`config.mk`:
```
export PLATFORM = sky130hd
export DESIGN_NAME = seq_divider
export DESIGN_NICKNAME = d
export VERILOG_FILES = /design/src/rtl/seq_divider_pkg.sv /design/src/rtl/seq_divider_add_sub.sv /design/src/rtl/seq_divider.sv
export SDC_FILE = /design/constraint.sdc
export NUM_CORES = 1
export LEC_CHECK = 0
export ABC_AREA = 1
export CAP_MARGIN = 40
export CORE_MARGIN = 2
export CORE_UTILIZATION = 56
export CTS_BUF_LIST = sky130_fd_sc_hd__clkbuf_8
export DETAILED_ROUTE_END_ITERATION = 6
export GPL_ROUTABILITY_DRIVEN = 0
export PLACE_DENSITY = 0.91
export SYNTH_ARGS = -nofsm -noshare
export SYNTH_HDL_FRONTEND = slang
export SYNTH_HIERARCHICAL = 1
export SYNTH_SLANG_ARGS = --single-unit
```
`constraint.sdc`:
```
create_clock -name clock -period 3.33 [get_ports clock]
set_input_delay 0.8325 -clock clock [delete_from_list [all_inputs] [get_ports clock]]
set_output_delay 0.8325 -clock clock [all_outputs]
set_load 0.01 [all_outputs]
```
`src/rtl/seq_divider_pkg.sv`:
```
// Shared definitions for the sequential restoring divider.
package seq_divider_pkg;

  typedef enum logic [1:0] {
    StIdle = 2'd0,
    StIter = 2'd1,
    StDone = 2'd2
  } state_e;

endpackage

```
`src/rtl/seq_divider_add_sub.sv`:
```
// Parametrised adder/subtractor; sub_i selects a - b via two's complement of b.
module seq_divider_add_sub #(
  parameter int unsigned Width = 9
) (
  input  logic [Width-1:0] a_i,
  input  logic [Width-1:0] b_i,
  input  logic             sub_i,
  output logic [Width-1:0] sum_o
);

  logic [Width-1:0] b_eff;

  always_comb begin
    b_eff = b_i ^ {Width{sub_i}};
    sum_o = a_i + b_eff + Width'(sub_i);
  end

endmodule

```
`src/rtl/seq_divider.sv`:
```
// Unsigned restoring divider with start/done handshake; one quotient bit per cycle.
module seq_divider
  import seq_divider_pkg::*;
#(
  parameter int unsigned N = 8
) (
  input  logic         clock,
  input  logic         reset,
  input  logic         start,
  input  logic [N-1:0] dividend,
  input  logic [N-1:0] divisor,
  output logic         busy,
  output logic         done,
  output logic [N-1:0] quotient,
  output logic [N-1:0] remainder,
  output logic         div_zero,
  output logic         rem_eq0
);

  localparam int unsigned CW = $clog2(N) + 1;

  state_e        state_q, state_d;
  logic [N:0]    a_q, a_d;
  logic [N-1:0]  q_q, q_d;
  logic [N-1:0]  m_q, m_d;
  logic [CW-1:0] cnt_q, cnt_d;
  logic [N-1:0]  quot_q, quot_d;
  logic [N-1:0]  rem_q, rem_d;
  logic          div_zero_q, div_zero_d;
  logic          rem_eq0_q, rem_eq0_d;

  logic [N:0] shifted;
  logic [N:0] trial;

  // A stays below 2*M, so its top bit is never shifted back in.
  logic unused_a_msb;
  assign unused_a_msb = a_q[N];

  assign shifted = {a_q[N-1:0], q_q[N-1]};

  seq_divider_add_sub #(
    .Width(N + 1)
  ) u_trial_sub (
    .a_i  (shifted),
    .b_i  ({1'b0, m_q}),
    .sub_i(1'b1),
    .sum_o(trial)
  );

  always_comb begin
    state_d    = state_q;
    a_d        = a_q;
    q_d        = q_q;
    m_d        = m_q;
    cnt_d      = cnt_q;
    quot_d     = quot_q;
    rem_d      = rem_q;
    div_zero_d = div_zero_q;
    rem_eq0_d  = rem_eq0_q;

    unique case (state_q)
      StIdle: begin
        if (start) begin
          if (divisor != '0) begin
            a_d        = '0;
            q_d        = dividend;
            m_d        = divisor;
            cnt_d      = CW'(N);
            div_zero_d = 1'b0;
            state_d    = StIter;
          end else begin
            quot_d     = '1;
            rem_d      = dividend;
            div_zero_d = 1'b1;
            rem_eq0_d  = (dividend == '0);
            state_d    = StDone;
          end
        end
      end
      StIter: begin
        // Negative trial result restores the shifted partial remainder.
        a_d   = trial[N] ? shifted : trial;
        q_d   = {q_q[N-2:0], ~trial[N]};
        cnt_d = cnt_q - CW'(1);
        if (cnt_q == CW'(1)) begin
          quot_d    = q_d;
          rem_d     = a_d[N-1:0];
          rem_eq0_d = (a_d == '0);
          state_d   = StDone;
        end
      end
      StDone:  state_d = StIdle;
      default: state_d = StIdle;
    endcase
  end

  always_ff @(posedge clock or posedge reset) begin
    if (reset) begin
      state_q    <= StIdle;
      a_q        <= '0;
      q_q        <= '0;
      m_q        <= '0;
      cnt_q      <= '0;
      quot_q     <= '0;
      rem_q      <= '0;
      div_zero_q <= 1'b0;
      rem_eq0_q  <= 1'b0;
    end else begin
      state_q    <= state_d;
      a_q        <= a_d;
      q_q        <= q_d;
      m_q        <= m_d;
      cnt_q      <= cnt_d;
      quot_q     <= quot_d;
      rem_q      <= rem_d;
      div_zero_q <= div_zero_d;
      rem_eq0_q  <= rem_eq0_d;
    end
  end

  always_comb begin
    busy      = (state_q == StIter);
    done      = (state_q == StDone);
    quotient  = quot_q;
    remainder = rem_q;
    div_zero  = div_zero_q;
    rem_eq0   = rem_eq0_q;
  end

endmodule

```
==> flow_summary.yaml, run 1 <==
logic_synthesis:
  synth_compound_area_share_pct: 13.3
  yosys-top-cells-count: "nand2_1, dfrtp_1, nor2_1"
  synthTopCellsByArea: "dfrtp_1, nand2_1, nor2_1"
  syn_inst: 378
  synth_area_um2: 2840
  synth_mux_area_share_pct: 0
  synthXorXnorAreaFrac_pct: 3.70
  synth_fa_ha_area_share_pct: 4.67
  async_reset_ff_share_pct: 100
  synth.top_cell.area_share_pct: 42.3
  synth_top_family_by_area: "simple AND/OR/NAND/NOR gates"
  avgSynthCellArea_um2: 7.51
  synth-seq-cells: 48
  synth_edf_count: 0
  synth_simple_gate_area_share_pct: 27.0
  yosysTopAreaCell: "dfrtp_1"
  yosysUniqueCellTypes: 30
  ys.flop_type: "dfrtp_1"
  yosys_warnings: 6
  yosysSeqAreaShare_pct: 42.3
  post-synth-top-count-cell: "nand2_1"
global_routing:
  grt_start_max_net_pins: 49
  grt_usage_pct: 23.6
  grt_pass1_vias: 2296
  antenna_found_initial: 0
  grt_first_pass_wirelength_um: 10100
  grt-ovfl-total: 0
floorplan:
  die_w_um: 75.2
  dieArea_um2: 5660
  die_h_um: 75.2
  fp-row-count: 25
  core_area_um2: 4820
  ios: 39
  start_util_pct: 58.9
detailed_routing:
  drtIter0Drc: 179
  firstDrtPassIters: 5
  drc_errors: 0
  wirelength_um: 6100
  ant_nets: 0
  viasPerCell: 5.09
  vias: 2455
  routedWlPerCell_um: 12.7
power:
  seq_power_share_pct: 28.6
  vdd_ir_drop_max_uv: 699
  finalPower_uw: 3760
  internal_power_uw: 1990
  power_density_nw_per_um2: 1120
  power_frac_clock_pct: 11.4
  power_leakage_uw: 0.00171
  switching_share_pct: 47.1
  switchingPower_uw: 1770
  combPwrFrac_pct: 60.0
clock_network:
  cts_max_level: 2
  insertion_delay_ns: 0.31
  cts_root_buffer: "clkbuf_8"
  cts_hold_buf: 0
  cts_inserted_buffers: 5
  numClockSinks: 48
  cts_setup_buffers: 0
  cts_resized: 0
  clockBufferDepth: 2
  cts_tree: "yes"
  clk_pin_slew_ns: 0.09
sta:
  tightest_slew_ns: 0.623
  slew_violations: 0
  maxSlewHeadroom_pct: 58.4
  period_share_pct: 80.5
  fin_crit_ns: 2.68
  setup_viol: 0
  skew_ns: 0.00625
  fmax_ghz: 0.373
  setup_tns_ns: 0
  rsz0062_at_grt: "no"
  fin_ws_ns: 0.651
  holdWs_ns: 0.488
  hold_viol_final: 0
place:
  port_buffers: 38
  placement.setup.worst_slack_ns: 0.661
  dp_hpwl_um: 4580
critical_path:
  cp_max_fo: 10
  start_kind: "register"
  worst_ep_arrival_time_ns: 2.93
  critPathCaptureType: "register"
  crit_type: "reg -> reg"
  critical_path_required_ns: 3.58
layout:
  antenna_cells: 0
  drive_gt1_share_pct: 8.67
  fillers: 406
  area_delta_synth_final_pct: 17.7
  nNetsFinal: 443
worst_hold_path:
  hold_path.class: "reg -> reg"
outcome:
  status: "complete, no violations"
flow_run:
  max_cap_violations: 0
-- cell type report --
| cell class | count | area, um2 | share of cell area, % |
|---|---|---|---|
| multi-input combinational | 278 | 1390 | 41.7 |
| timing repair buffer | 40 | 395 | 11.8 |
| tap | 67 | 83.8 | 2.51 |
| sequential | 48 | 1200 | 35.9 |
| clock inverter | 3 | 46.3 | 1.39 |
| inverter | 41 | 154 | 4.61 |
| clock buffer | 5 | 68.8 | 2.06 |
-- power groups by stage --
| stage | registers, uW | logic, uW | clock network [uW] |
|---|---|---|---|
| after global routing | 1110 | 2550 | 459 |
| after global placement | 1060 | 2150 | 0 |
| final | 1080 | 2250 | 427 |
| after floorplan | 1090 | 1660 | 0 |
| after CTS | 1070 | 2250 | 433 |
| after detailed placement | 1080 | 2230 | 0 |
-- metal layers --
| metal | share of wire [%] | GRT usage [%] | vias up |
|---|---|---|---|
| li1 | - | - | 1242 |
| met1 | 44 | 31.6 | 1126 |
| met2 | 49 | 38.5 | 67 |
| met3 | 4.5 | 4.02 | 20 |
| met4 | 3.1 | 9.16 | 0 |
| met5 | 0 | 0 | - |
-- logic make-up (layout without fill, tap and decap cells) --
| logic type | Yosys count | count (layout) |
|---|---|---|
| xor gates and xnor gates | 12 | 12 |
| adders and majority gates | 10 | 10 |
| buffers and inverters | 53 | 89 |
| other | 2 | 3 |
| and+or+nand+nor | 188 | 188 |
| DFF | 48 | 48 |
| AOI/OAI and AO/OA | 65 | 65 |
-- cells in the final DEF, fill, tap and decap left out, types with 4 or more instances in the layout --
cell,n
xor2_1,10
nor2_1,45
clkbuf_8,5
inv_2,8
nand2_1,119
nand2_2,6
inv_1,32
o21ai_0,12
dfrtp_1,48
a21oi_1,19
ha_1,9
o21ai_1,20
a21o_1,4
clkdlybuf4s50_1,38
nand3_1,10
a21oi_2,6
-- critical path, stage by stage, from the launching register on --
cell,delay (ns)
dfrtp_1,0.43
inv_1,0.08
nand2_2,0.05
nand2_2,0.06
inv_1,0.05
fa_1,0.42
o21ai_2,0.22
nand2_1,0.09
nand2_1,0.06
nand2_1,0.04
nand2_1,0.26
inv_2,0.16
nand2_1,0.09
o21ai_0,0.10
nor2_1,0.13
nand2_1,0.06
nor2_1,0.17
nor2_1,0.06
nor2_1,0.08
-- worst paths after layout --
kind | start | to | slack, ns | cells after the start
setup / recovery | m_q[0] | rem_eq0 | 0.65 | 18
hold / removal | quotient[3] | quotient[3] | 0.49 | 2
setup reg to reg | m_q[0] | rem_eq0 | 0.65 | 18
hold reg to reg | quotient[3] | quotient[3] | 0.49 | 2
max in group asynchronous | reset | quotient[0] | 1.94 | 3
min in group asynchronous | reset | cnt_q[2] | 0.98 | 3
-- metrics by stage --
step	util, %	cell area (um2)	instances
2_1_floorplan	-	2840	379
3_3_place_gp	67.0	3230	474
3_5_place_dp	67.0	3230	474
4_1_cts	69.4	3340	482
5_1_grt	69.4	3340	482
6_report	69.4	3340	482
-- state kept, by name (all words and copies together) (netlist names) --
name / cells
a_q: 8
m_q: 8
remainder: 8
rem_eq0: 1
cnt_q: 4
div_zero: 1
state_q: 2
quotient: 8
q_q: 8
(Power assumes the default switching activity.)
==> run 2, diff against run 1 <==
==> constraint.sdc (replaced) <==
create_clock -name clock -period 2.61 [get_ports clock]
set_input_delay 0.6525 -clock clock [delete_from_list [all_inputs] [get_ports clock]]
set_output_delay 0.6525 -clock clock [all_outputs]
set_load 0.01 [all_outputs]
==> flow_summary.yaml, run 2 (synthesis gave the netlist of run 1 again) <==
clock_network:
  cts_tree: "yes"
  cts_root_buffer: "clkbuf_8"
  clockBufferDepth: 2
  cts_inserted_buffers: 5
  clk_pin_slew_ns: 0.09
  insertion_delay_ns: 0.32
  cts_max_level: 2
  numClockSinks: 48
outcome:
  status: "complete, no violations"
detailed_routing:
  drc_errors: 0
  viasPerCell: 5.25
  routedWlPerCell_um: 12.7
  ant_nets: 0
  vias: 2543
  drtIter0Drc: 172
  wirelength_um: 6150
  firstDrtPassIters: 7
sta:
  skew_ns: 0.0197
  fin_crit_ns: 2.48
  maxSlewHeadroom_pct: 55.6
  setup_viol: 0
  holdWs_ns: 0.492
  tightest_slew_ns: 0.666
  setup_tns_ns: 0
  slew_violations: 0
  fmax_ghz: 0.404
  hold_viol_final: 0
  period_share_pct: 94.9
global_routing:
  grt_pass1_vias: 2252
  grt_usage_pct: 23.4
  grt_start_max_net_pins: 49
  antenna_found_initial: 0
  grt_first_pass_wirelength_um: 9930
  grt-ovfl-total: 0
floorplan:
  ios: 39
  die_h_um: 75.2
  die_w_um: 75.2
  start_util_pct: 58.9
  core_area_um2: 4820
  fp-row-count: 25
  dieArea_um2: 5660
worst_hold_path:
  hold_path.class: "reg -> reg"
layout:
  postLayoutCellArea_um2: 3360
  fin_cells: 484
  nNetsFinal: 445
  regArea_um2: 1200
  multiInputGateArea_um2: 1400
  mostFrequentLayoutCell: "nand2_1"
  antenna_cells: 0
  final_cell_mix: "nand2_1, dfrtp_1, nor2_1"
  drive_gt1_share_pct: 9.35
  area_delta_synth_final_pct: 18.3
  fillers: 401
critical_path:
  crit_chain: "inv_1 > nand2_2 > nand2_2 > inv_1 > fa_1 > o21ai_2 > nand2_1 > nand2_1 > nand2_1 > nand2_4 > inv_2 > o21ai_0 > and2_1 > a21oi_1 > o21ai_1"
  cp_max_fo: 10
  crit_buf_inv: 3
  critPathSlowestCell: "dfrtp_1"
  crit_type: "reg -> reg"
  worst_ep_arrival_time_ns: 2.71
  start_kind: "register"
  critPathCaptureType: "register"
  critPathMaxStageDelay_ns: 0.42
  crit_family: "simple AND/OR/NAND/NOR gates"
  cp_common_cell: "nand2_1"
  critical_path_required_ns: 2.84
place:
  placed_cell_area_um2: 3240
  placed_cells_incl_taps: 474
  dp_hpwl_um: 4530
  port_buffers: 38
power:
  switchingPower_uw: 2310
  power_frac_clock_pct: 9.8
  power_leakage_uw: 0.00172
  switching_share_pct: 47.7
  vdd_ir_drop_max_uv: 1110
  combPwrFrac_pct: 61.8
  internal_power_uw: 2530
  power_density_nw_per_um2: 1440
  seq_power_share_pct: 28.3
flow_run:
  max_cap_violations: 0
==> run 2: cell types whose count changed in the layout (fill, tap and decap cells not counted), sizes merged <==
| cell | previous run | this run |
|---|---|---|
| buf | 2 | 4 |
| bufinv | 1 | 0 |
| clkbuf | 5 | 6 |
| clkinv | 1 | 2 |
| clkinvlp | 1 | 0 |
==> run 2: power by group through the flow <==
stage | Combinational, uW | Clock (uW) | Sequential, uW
finish | 2990 | 477 | 1370
global route | 3350 | 505 | 1410
CTS | 2900 | 485 | 1370
detailed placement | 2870 | 0 | 1380
global placement | 2780 | 0 | 1360
floorplan | 2120 | 0 | 1390
==> run 2: final timing paths <==
path,start,slack [ns],depth (start not counted),to
worst max-delay path,m_q[0],0.13,15,remainder[3]
worst min-delay path,quotient[1],0.49,2,quotient[1]
worst max register to register,m_q[0],0.13,15,remainder[3]
worst min register to register,quotient[1],0.49,2,quotient[1]
max in group asynchronous,reset,1.40,3,a_q[5]
min in group asynchronous,reset,0.80,3,remainder[5]
==> run 2: worst min-delay path, delay by kind of cell (launching register included) <==
family             cells  cell delay (ns)
AOI/OAI and AO/OA      1             0.06
DFF                    1             0.35
and+or+nand+nor        1             0.05
==> run 2: layout make-up <==
type	instances	share of cell area (%)
clock inverter	2	0.410
sequential	48	35.8
clock buffer	6	2.46
tap	67	2.50
inverter	41	4.58
multi-input combinational	278	41.7
timing repair buffer	42	12.6
==> run 2: stage by stage <==
stage / util (%) / setup slack (ns) / total power (uW)
global placement: 67.2 / 0.173 / 4140
detailed placement: 67.2 / 0.0572 / 4250
CTS: 69.2 / 0.0194 / 4750
global route: 69.7 / -0.0286 / 5270
floorplan: - / 0.372 / 3500
finish: 69.7 / 0.134 / 4840
==> run 2: repair_timing <==
item,4_1_cts,5_1_grt
resized for setup,0,2
setup buffers,0,2
setup endpoints to repair,0,13
hold buffers,0,0
==> run 2: metal layers <==
layer | up-vias | share of wire [%] | track usage [%]
met1 | 1166 | 42 | 30.1
met2 | 111 | 48 | 37.7
li1 | 1248 | - | -
met4 | 0 | 3.1 | 11.3
met5 | - | 0 | 0
met3 | 18 | 6.9 | 4.95
